==> src/rtl/logic_pkg.sv <==
// Shared type definitions for the logic_* stream blocks.
package logic_pkg;

  // Implementation target; selects vendor-specific structures where a block has any.
  typedef enum logic [1:0] {
    TARGET_GENERIC = 2'd0,
    TARGET_XILINX  = 2'd1,
    TARGET_INTEL   = 2'd2
  } target_t;

endpackage

==> src/rtl/logic_axi4_stream_downsizer.sv <==
// AXI4-Stream downsizer: buffers one wide RX word and re-emits it as a run of
// narrow TX slices, LSB slice first. Slices above the highest slice carrying
// nonzero tkeep are skipped; null slices below it are still emitted.
//
// Ports:
//   aclk, areset          clock, synchronous active-high reset
//   rx_t{valid,ready,data,keep,last,user}   wide input stream
//   tx_t{valid,ready,data,keep,last,user}   narrow output stream
// tx_* are driven straight from the buffer registers; rx_tready is
// combinational from tx_tready so a new word loads while the last slice leaves.
module logic_axi4_stream_downsizer
  import logic_pkg::*;
#(
  parameter target_t     TARGET          = TARGET_GENERIC,
  parameter int unsigned TDATA_BYTES_IN  = 8,
  parameter int unsigned TDATA_BYTES_OUT = 2,
  parameter int unsigned TUSER_WIDTH     = 1
) (
  input  logic                         aclk,
  input  logic                         areset,
  input  logic                         rx_tvalid,
  output logic                         rx_tready,
  input  logic [8*TDATA_BYTES_IN-1:0]  rx_tdata,
  input  logic [TDATA_BYTES_IN-1:0]    rx_tkeep,
  input  logic                         rx_tlast,
  input  logic [TUSER_WIDTH-1:0]       rx_tuser,
  output logic                         tx_tvalid,
  input  logic                         tx_tready,
  output logic [8*TDATA_BYTES_OUT-1:0] tx_tdata,
  output logic [TDATA_BYTES_OUT-1:0]   tx_tkeep,
  output logic                         tx_tlast,
  output logic [TUSER_WIDTH-1:0]       tx_tuser
);

  localparam int unsigned RATIO  = TDATA_BYTES_IN / TDATA_BYTES_OUT;
  localparam int unsigned IN_W   = 8 * TDATA_BYTES_IN;
  localparam int unsigned OUT_W  = 8 * TDATA_BYTES_OUT;
  localparam int unsigned IDX_W  = (RATIO > 1) ? $clog2(RATIO) : 1;

  // Parameter sanity checks at elaboration.
  if ((TDATA_BYTES_OUT == 0) || (TDATA_BYTES_IN % TDATA_BYTES_OUT != 0) || (RATIO < 2)) begin : g_bad_ratio
    $error("logic_axi4_stream_downsizer: TDATA_BYTES_IN / TDATA_BYTES_OUT must be an integer >= 2");
  end
  if ((TARGET != TARGET_GENERIC) && (TARGET != TARGET_XILINX) && (TARGET != TARGET_INTEL)) begin : g_bad_target
    $error("logic_axi4_stream_downsizer: unknown TARGET");
  end

  typedef enum logic {EMPTY, EMIT} state_t;

  state_t                   state_q, state_d;
  logic [IN_W-1:0]          data_q, data_d;
  logic [TDATA_BYTES_IN-1:0] keep_q, keep_d;
  logic                     last_q, last_d;
  logic [TUSER_WIDTH-1:0]   user_q, user_d;
  logic [IDX_W-1:0]         idx_q, idx_d;
  logic [IDX_W-1:0]         fin_q, fin_d;
  logic [IDX_W-1:0]         fin_c;
  logic                     rx_tready_c;

  // Slice views of the buffer and of the incoming keep.
  logic [RATIO-1:0][OUT_W-1:0]           data_s;
  logic [RATIO-1:0][TDATA_BYTES_OUT-1:0] keep_s;
  logic [RATIO-1:0][TDATA_BYTES_OUT-1:0] rx_keep_s;

  assign data_s    = data_q;
  assign keep_s    = keep_q;
  assign rx_keep_s = rx_tkeep;

  // Final slice of the incoming word: highest slice with any keep bit set.
  always_comb begin
    fin_c = '0;
    for (int unsigned i = 0; i < RATIO; i++) begin
      if (|rx_keep_s[i]) fin_c = IDX_W'(i);
    end
  end

  // Buffer registers.
  always_ff @(posedge aclk) begin
    if (areset) begin
      state_q <= EMPTY;
      data_q  <= '0;
      keep_q  <= '0;
      last_q  <= 1'b0;
      user_q  <= '0;
      idx_q   <= '0;
      fin_q   <= '0;
    end else begin
      state_q <= state_d;
      data_q  <= data_d;
      keep_q  <= keep_d;
      last_q  <= last_d;
      user_q  <= user_d;
      idx_q   <= idx_d;
      fin_q   <= fin_d;
    end
  end

  // Next-state: step through slices, reload on the final slice when a word waits.
  always_comb begin
    state_d     = state_q;
    data_d      = data_q;
    keep_d      = keep_q;
    last_d      = last_q;
    user_d      = user_q;
    idx_d       = idx_q;
    fin_d       = fin_q;
    rx_tready_c = 1'b0;

    case (state_q)
      EMPTY: begin
        rx_tready_c = 1'b1;
      end
      EMIT: begin
        if (tx_tready) begin
          if (idx_q != fin_q) begin
            idx_d = IDX_W'(idx_q + 1'b1);
          end else begin
            rx_tready_c = 1'b1;
            if (!rx_tvalid) state_d = EMPTY;
          end
        end
      end
      default: begin
        state_d = EMPTY;
      end
    endcase

    if (rx_tready_c && rx_tvalid) begin
      state_d = EMIT;
      data_d  = rx_tdata;
      keep_d  = rx_tkeep;
      last_d  = rx_tlast;
      user_d  = rx_tuser;
      idx_d   = '0;
      fin_d   = fin_c;
    end
  end

  assign rx_tready = rx_tready_c && !areset;
  assign tx_tvalid = (state_q == EMIT);
  assign tx_tdata  = data_s[idx_q];
  assign tx_tkeep  = keep_s[idx_q];
  assign tx_tlast  = last_q && (idx_q == fin_q);
  assign tx_tuser  = user_q;

endmodule

==> config.mk <==
export PLATFORM = sky130hd
export DESIGN_NAME = logic_axi4_stream_downsizer
export DESIGN_NICKNAME = d
export VERILOG_FILES = /design/src/rtl/logic_pkg.sv /design/src/rtl/logic_axi4_stream_downsizer.sv
export SDC_FILE = /design/constraint.sdc
export NUM_CORES = 1
export LEC_CHECK = 0
export BUFFER_PORTS_ARGS = -buffer_cell sky130_fd_sc_hd__buf_2
export CORE_AREA = 2 2 94 96
export CTS_CLUSTER_SIZE = 14
export DETAILED_ROUTE_END_ITERATION = 6
export DIE_AREA = 0 0 96 98
export HOLD_SLACK_MARGIN = 0.12
export SYNTH_ARGS = -nofsm -noshare
export SYNTH_HDL_FRONTEND = slang
export SYNTH_SLANG_ARGS = --single-unit
==> constraint.sdc <==
create_clock -name aclk -period 2.29 [get_ports aclk]
set_clock_uncertainty 0.2 [all_clocks]
set_input_delay 0.229 -clock aclk [delete_from_list [all_inputs] [get_ports aclk]]
set_output_delay 0.229 -clock aclk [all_outputs]
set_load 0.03 [all_outputs]
==> results of run 1 <==
## cell usage after synthesis (all sizes together), types with 2 or more instances
cell    instances
nand2         150
nor2b           2
clkbuf         11
nand2b          2
nor2            4
and3            2
dfxtp          79
xnor2           2
buf            18
mux4           18
nand3           2
nor3            2
a21oi          79
## where the power goes
group          switching [W]  internal [W]  total, W
sequential         0.0000562       0.00148   0.00153
combinational       0.000334      0.000300  0.000634
clock               0.000500      0.000527   0.00103
total               0.000890       0.00230   0.00319
## layout make-up
type / instances / area [um^2]
timing repair buffer: 184 / 1353
multi-input combinational: 271 / 1558
sequential: 79 / 1585
fill: 766 / 3637
clock buffer: 10 / 137.6
clock inverter: 6 / 60.06
tap: 108 / 135.1
## metrics by stage
step           worst slack [ns]  hold WS, ns
6_report                 0.1552       0.1810
5_1_grt                 0.06859       0.2048
4_1_cts                 0.04302       0.1713
3_5_place_dp             0.3794       0.2432
3_3_place_gp             0.4035       0.2354
2_1_floorplan            0.5316       0.1464
## flip-flops by register name, summed over array words and instances (netlist names)
name and cells:
data_q 64, fin_q 2, idx_q 2, keep_q 8, last_q 1, tx_tuser 1
tx_tvalid 1
## critical path: cells and delay by family (launching register included)
kind / cells / cell delay (ns)
muxes: 1 / 0.52
buffers and inverters: 2 / 0.41
DFF: 1 / 0.43
## kinds of logic (layout without fill, tap and decap cells)
logic type | Yosys count | in the layout | share of synthesized area, %
xor gates and xnor gates | 2 | 2 | 0.9958
muxes | 19 | 19 | 12.72
AOI/OAI and AO/OA | 85 | 85 | 13.94
DFF | 79 | 79 | 48.41
buffers and inverters | 29 | 200 | 4.289
and+or+nand+nor | 165 | 165 | 19.65
## worst max-delay path by stage
stage,to,start,depth (start not counted),slack (ns)
floorplan,tx_tdata[10],idx_q[0],2,0.53
global placement,tx_tdata[13],idx_q[0],3,0.40
detailed placement,tx_tdata[11],idx_q[0],3,0.38
CTS,tx_tdata[2],idx_q[0],3,0.04
global route,tx_tdata[4],idx_q[0],3,0.07
finish,tx_tdata[2],idx_q[0],3,0.16
## timing repair
action                     in CTS  in global routing
hold buffers                   76                  0
resized for setup               1                  1
hold endpoints to repair       77                  0
setup endpoints to repair       1                  5
pin swaps                       0                  0
## layer usage
metal,routed length (um),part of all wire (%),track usage [%],up-vias
met2,4212,47,30.24,88
met1,4158,46,25.44,1465
met4,250,2.8,10.33,0
met3,325,3.6,3.549,19
met5,0,0,0,-
li1,-,-,-,1604
==> out/qor.txt, run 1 <==
outcome = completed
antenna violations before repair = 0
number of remaining DRC errors = 0
pin count of the biggest net entering global routing = 51
Cell Count Post-Placement = 566
Rel. slew slack = 59.56%
Crit Reg-Reg Startpoint = idx_q[0]
number of H-tree branching levels = 3
layout overhead on the synthesized area = 47.80%
shortest clock period the worst path allows after layout = 2.135 ns
dpl cell area = 3864 um^2
unrepaired setup endpoints after global routing = false
cell at the slowest stage of the critical path = mux4_2
Final Slew Violations = 0
1st-iter DRT viols = 101
Min-Delay Startpoint = areset
kind of end point of the critical path = output port
Tot GR Track Use = 19.44%
wire length of the first global-routing pass = 14230 um
post-synthesis net count = 457
die width = 96 um
netlist area before placement = 3267 um^2
area of the core region = 8466 um^2
Die ar. = 9408 um^2
vias in the first global route = 3094
proportion of netlist area held by the largest area contributor = 48.41%
worst-path maximum fanout = 7
chain of cells forming the critical path = buf_4, mux4_2, buf_2
hold crit path type = in -> reg
half-perimeter wire length of the detailed placement result = 5514 um
Die Ht = 98 um
number of enable-type register cells in the synthesized netlist = 0
maximum capacitance violations = 0
most frequent standard cell in the layout excluding fill and tap cells = nand2_1
CP required = 1.86 ns
root buf cell = clkbuf_8
clock insertion delay at the later pin of the skew report = 0.34 ns
post-route clock period utilization = 93.22%
vias per cell = 4.827
arrival time at the worst endpoint = 1.71 ns
number of synthesis warnings = 0
IR Drop Worst-Case VDD = 0.0003950 V
end-of-flow core utilization = 57.04%
final setup fails = 0
final global-route overflow total = 0
layout cells sized above 1 = 26.91%
worst r2r path cells = 5
cells after synthesis = 379
hold violation total from the final report = 0
commonest non-fill, non-tap cells in the layout = nand2_1, buf_2, a21oi_1, dfxtp_1, dlygate4sd3_1
vias after detailed routing = 3176
library cells used by synthesis = 23
Synth async-reset ratio = 0%
Hold Crit Endpoint = tx_tvalid
maximum clock frequency = 468.4 MHz
final instance count without filler cells = 658
total power per unit cell area = 661.2 nW/um^2
FP Rows = 34
number of synthesized register bits = 79
number of antenna-violating nets in the routed design = 0
Reg clk slew, reported paths = 0.07 ns
delay of the slowest cell on the worst path = 0.52 ns
instance count along the most critical hold path = 2
P_leak = 2.018 nW
final antenna diode count = 0
post-route total power = 0.003192 W
critical path startpoint category = register
capture instance of the worst register-to-register path = tx_tvalid
quantity of I/O buffers inserted on ports = 99
sequential share of the synthesized area = 48.41%
top-level I/O count = 100
top flip-flop cell by instance count after synthesis = dfxtp_1
final non-filler cell area = 4828 um^2
top cell type by total area after synthesis = dfxtp_1
aggregate negative setup slack = 0 ns
top cells by area in the synthesized netlist = dfxtp_1, nand2_1, mux4_2, a21oi_1, buf_2
weighted congestion at the end of routability-driven global placement = 0.8134
Mean Syn Cell Area = 8.620 um^2
Detailed Routing Iterations Pass 1 = 4
Final Net Count = 623
deepest clock path buffer count = 2
clk sink count = 79
path type of the worst setup path = reg -> out
wire per inst = 13.60 um
post-CTS setup buffers = 0
DRT Wirelength = 8946 um
worst setup slack for register-to-register paths = 0.34 ns
Initial Util = 38.59%
actual transition at the worst max-transition pin = 0.6067 ns
TritonCTS clock tree = built
Num CTS Buffers = 9
No activity file was read; power rests on OpenSTA's default activity.
==> run 2, diff against run 1 <==
--- a/config.mk
+++ b/config.mk
@@ -6,10 +6,10 @@
 export NUM_CORES = 1
 export LEC_CHECK = 0
 export BUFFER_PORTS_ARGS = -buffer_cell sky130_fd_sc_hd__buf_2
-export CORE_AREA = 2 2 94 96
+export CORE_AREA = 2 2 97 99
 export CTS_CLUSTER_SIZE = 14
 export DETAILED_ROUTE_END_ITERATION = 6
-export DIE_AREA = 0 0 96 98
+export DIE_AREA = 0 0 99 101
 export HOLD_SLACK_MARGIN = 0.12
 export SYNTH_ARGS = -nofsm -noshare
 export SYNTH_HDL_FRONTEND = slang
==> constraint.sdc (replaced) <==
create_clock -name aclk -period 2.29 [get_ports aclk]
set_clock_uncertainty 0.2 [all_clocks]
set_input_delay 0.1145 -clock aclk [delete_from_list [all_inputs] [get_ports aclk]]
set_output_delay 0.1145 -clock aclk [all_outputs]
set_load 0.03 [all_outputs]
==> run 2 against run 1 <==
Cell area is 1.1% higher. Final cell count is 0.91% higher. Critical endpoint is now tx_tdata[14]. Sequential cell count stayed put. Critical path type unchanged. Largest power group unchanged. Die area is 6.3% higher.
==> out/qor.txt, run 2 (synthesis results as in run 1) <==
IR Drop Worst-Case VDD = 0.0003358 V
flip-flop count of the largest register, all copies and words added = 64
total of fill cells in the finished design = 859
vias after detailed routing = 3188
clock insertion delay at the later pin of the skew report = 0.33 ns
registers with the most flip-flops = data_q x64, keep_q x8
Die Ht = 101 um
Rel. slew slack = 65.64%
number of antenna-violating nets in the routed design = 0
maximum clock frequency = 459.1 MHz
CP required = 1.98 ns
number of remaining DRC errors = 0
deepest clock path buffer count = 2
Reg clk slew, reported paths = 0.08 ns
area taken by flip-flops and latches = 1583 um^2
TritonCTS clock tree = built
Num CTS Buffers = 9
final setup fails = 0
hold violation total from the final report = 0
P_leak = 2.032 nW
Final Slew Violations = 0
FP Rows = 35
die width = 99 um
arrival time at the worst endpoint = 1.86 ns
maximum capacitance violations = 0
vias per cell = 4.801
most frequent standard cell in the layout excluding fill and tap cells = nand2_1
weighted congestion at the end of routability-driven global placement = 0.7817
outcome = completed
register name with the most flops = data_q
post-CTS setup buffers = 0
path type of the worst setup path = reg -> out
clk sink count = 79
quantity of I/O buffers inserted on ports = 99
pin count of the biggest net entering global routing = 78
aggregate negative setup slack = 0 ns
Initial Util = 36.39%
antenna violations before repair = 0
commonest non-fill, non-tap cells in the layout = nand2_1, buf_2, a21oi_1, dfxtp_1, dlygate4sd3_1
root buf cell = clkbuf_8
wire length of the first global-routing pass = 14880 um
Tot GR Track Use = 18.73%
instance count along the most critical hold path = 2
post-placement worst setup slack = 0.4081 ns
number of H-tree branching levels = 3
1st-iter DRT viols = 136
Final Net Count = 626
layout cells sized above 1 = 26.76%
top-level I/O count = 100
actual transition at the worst max-transition pin = 0.5154 ns
layout overhead on the synthesized area = 49.37%
half-perimeter wire length of the detailed placement result = 5652 um
final global-route overflow total = 0
total power per unit cell area = 657.9 nW/um^2
critical path startpoint category = register
post-route clock period utilization = 95.11%
shortest clock period the worst path allows after layout = 2.178 ns
vias in the first global route = 3215
Die ar. = 9999 um^2
worst-path maximum fanout = 18
worst r2r path cells = 5
hold crit path type = reg -> reg
area occupied by multi-input gates = 1558 um^2
wire per inst = 14.22 um
kind of end point of the critical path = output port
area of the core region = 8977 um^2
Detailed Routing Iterations Pass 1 = 4
slack of the critical path = 0.1120 ns
final antenna diode count = 0
DRT Wirelength = 9440 um
unrepaired setup endpoints after global routing = false
[run 2: cell type report]
cell class	instances	area share, %
clock buffers	11	2.897
repair buffers	187	28.72
well taps	111	2.846
clock inverters	5	1.179
multi-input cells	271	31.92
flip-flops and latches	79	32.44
[run 2: through the flow]
stage / instance area, um^2 / power, W / instances / util (%) / hold slack (ns)
after floorplan: 3267 / 0.001913 / 379 / - / 0.03193
after global placement: 3900 / 0.002091 / 570 / 43.44 / 0.1578
after detailed placement: 3900 / 0.002103 / 570 / 43.44 / 0.1661
after CTS: 4880 / 0.003247 / 664 / 54.36 / 0.2531
after global routing: 4880 / 0.003374 / 664 / 54.36 / 0.2631
final: 4880 / 0.003210 / 664 / 54.36 / 0.2502
[run 2: metal layers]
metal	routed length [um]	global-route usage (%)	up-vias	share of wire (%)
li1	-	-	1618	-
met1	4199	23.12	1472	44
met2	4670	32.02	82	49
met3	375	3.329	16	4.0
met4	195	8.430	0	2.1
met5	0	0	-	0
[run 2: final timing paths]
check / start / end / slack [ns]
max: idx_q[0] / tx_tdata[14] / 0.11
min: keep_q[5] / keep_q[5] / 0.25
max reg2reg: fin_q[1] / tx_tvalid / 0.37
min reg2reg: keep_q[5] / keep_q[5] / 0.25
[run 2: critical path, cell delays in order, from the launching register on]
cell and delay, ns:
dfxtp_2 0.39, buf_4 0.36, mux4_2 0.58, buf_2 0.20
[run 2: report_power, final]
part           total (W)  internal, W  switching (W)  leakage [nW]
registers        0.00153      0.00148      0.0000536         0.651
logic           0.000645     0.000308       0.000337          1.29
clock network    0.00104     0.000532       0.000503        0.0916
[run 2: what timing repair did]
action / 4_1_cts / 5_1_grt
resized for setup: 0 / 0
endpoints found under the hold margin: 79 / 0
hold buffers: 78 / 0
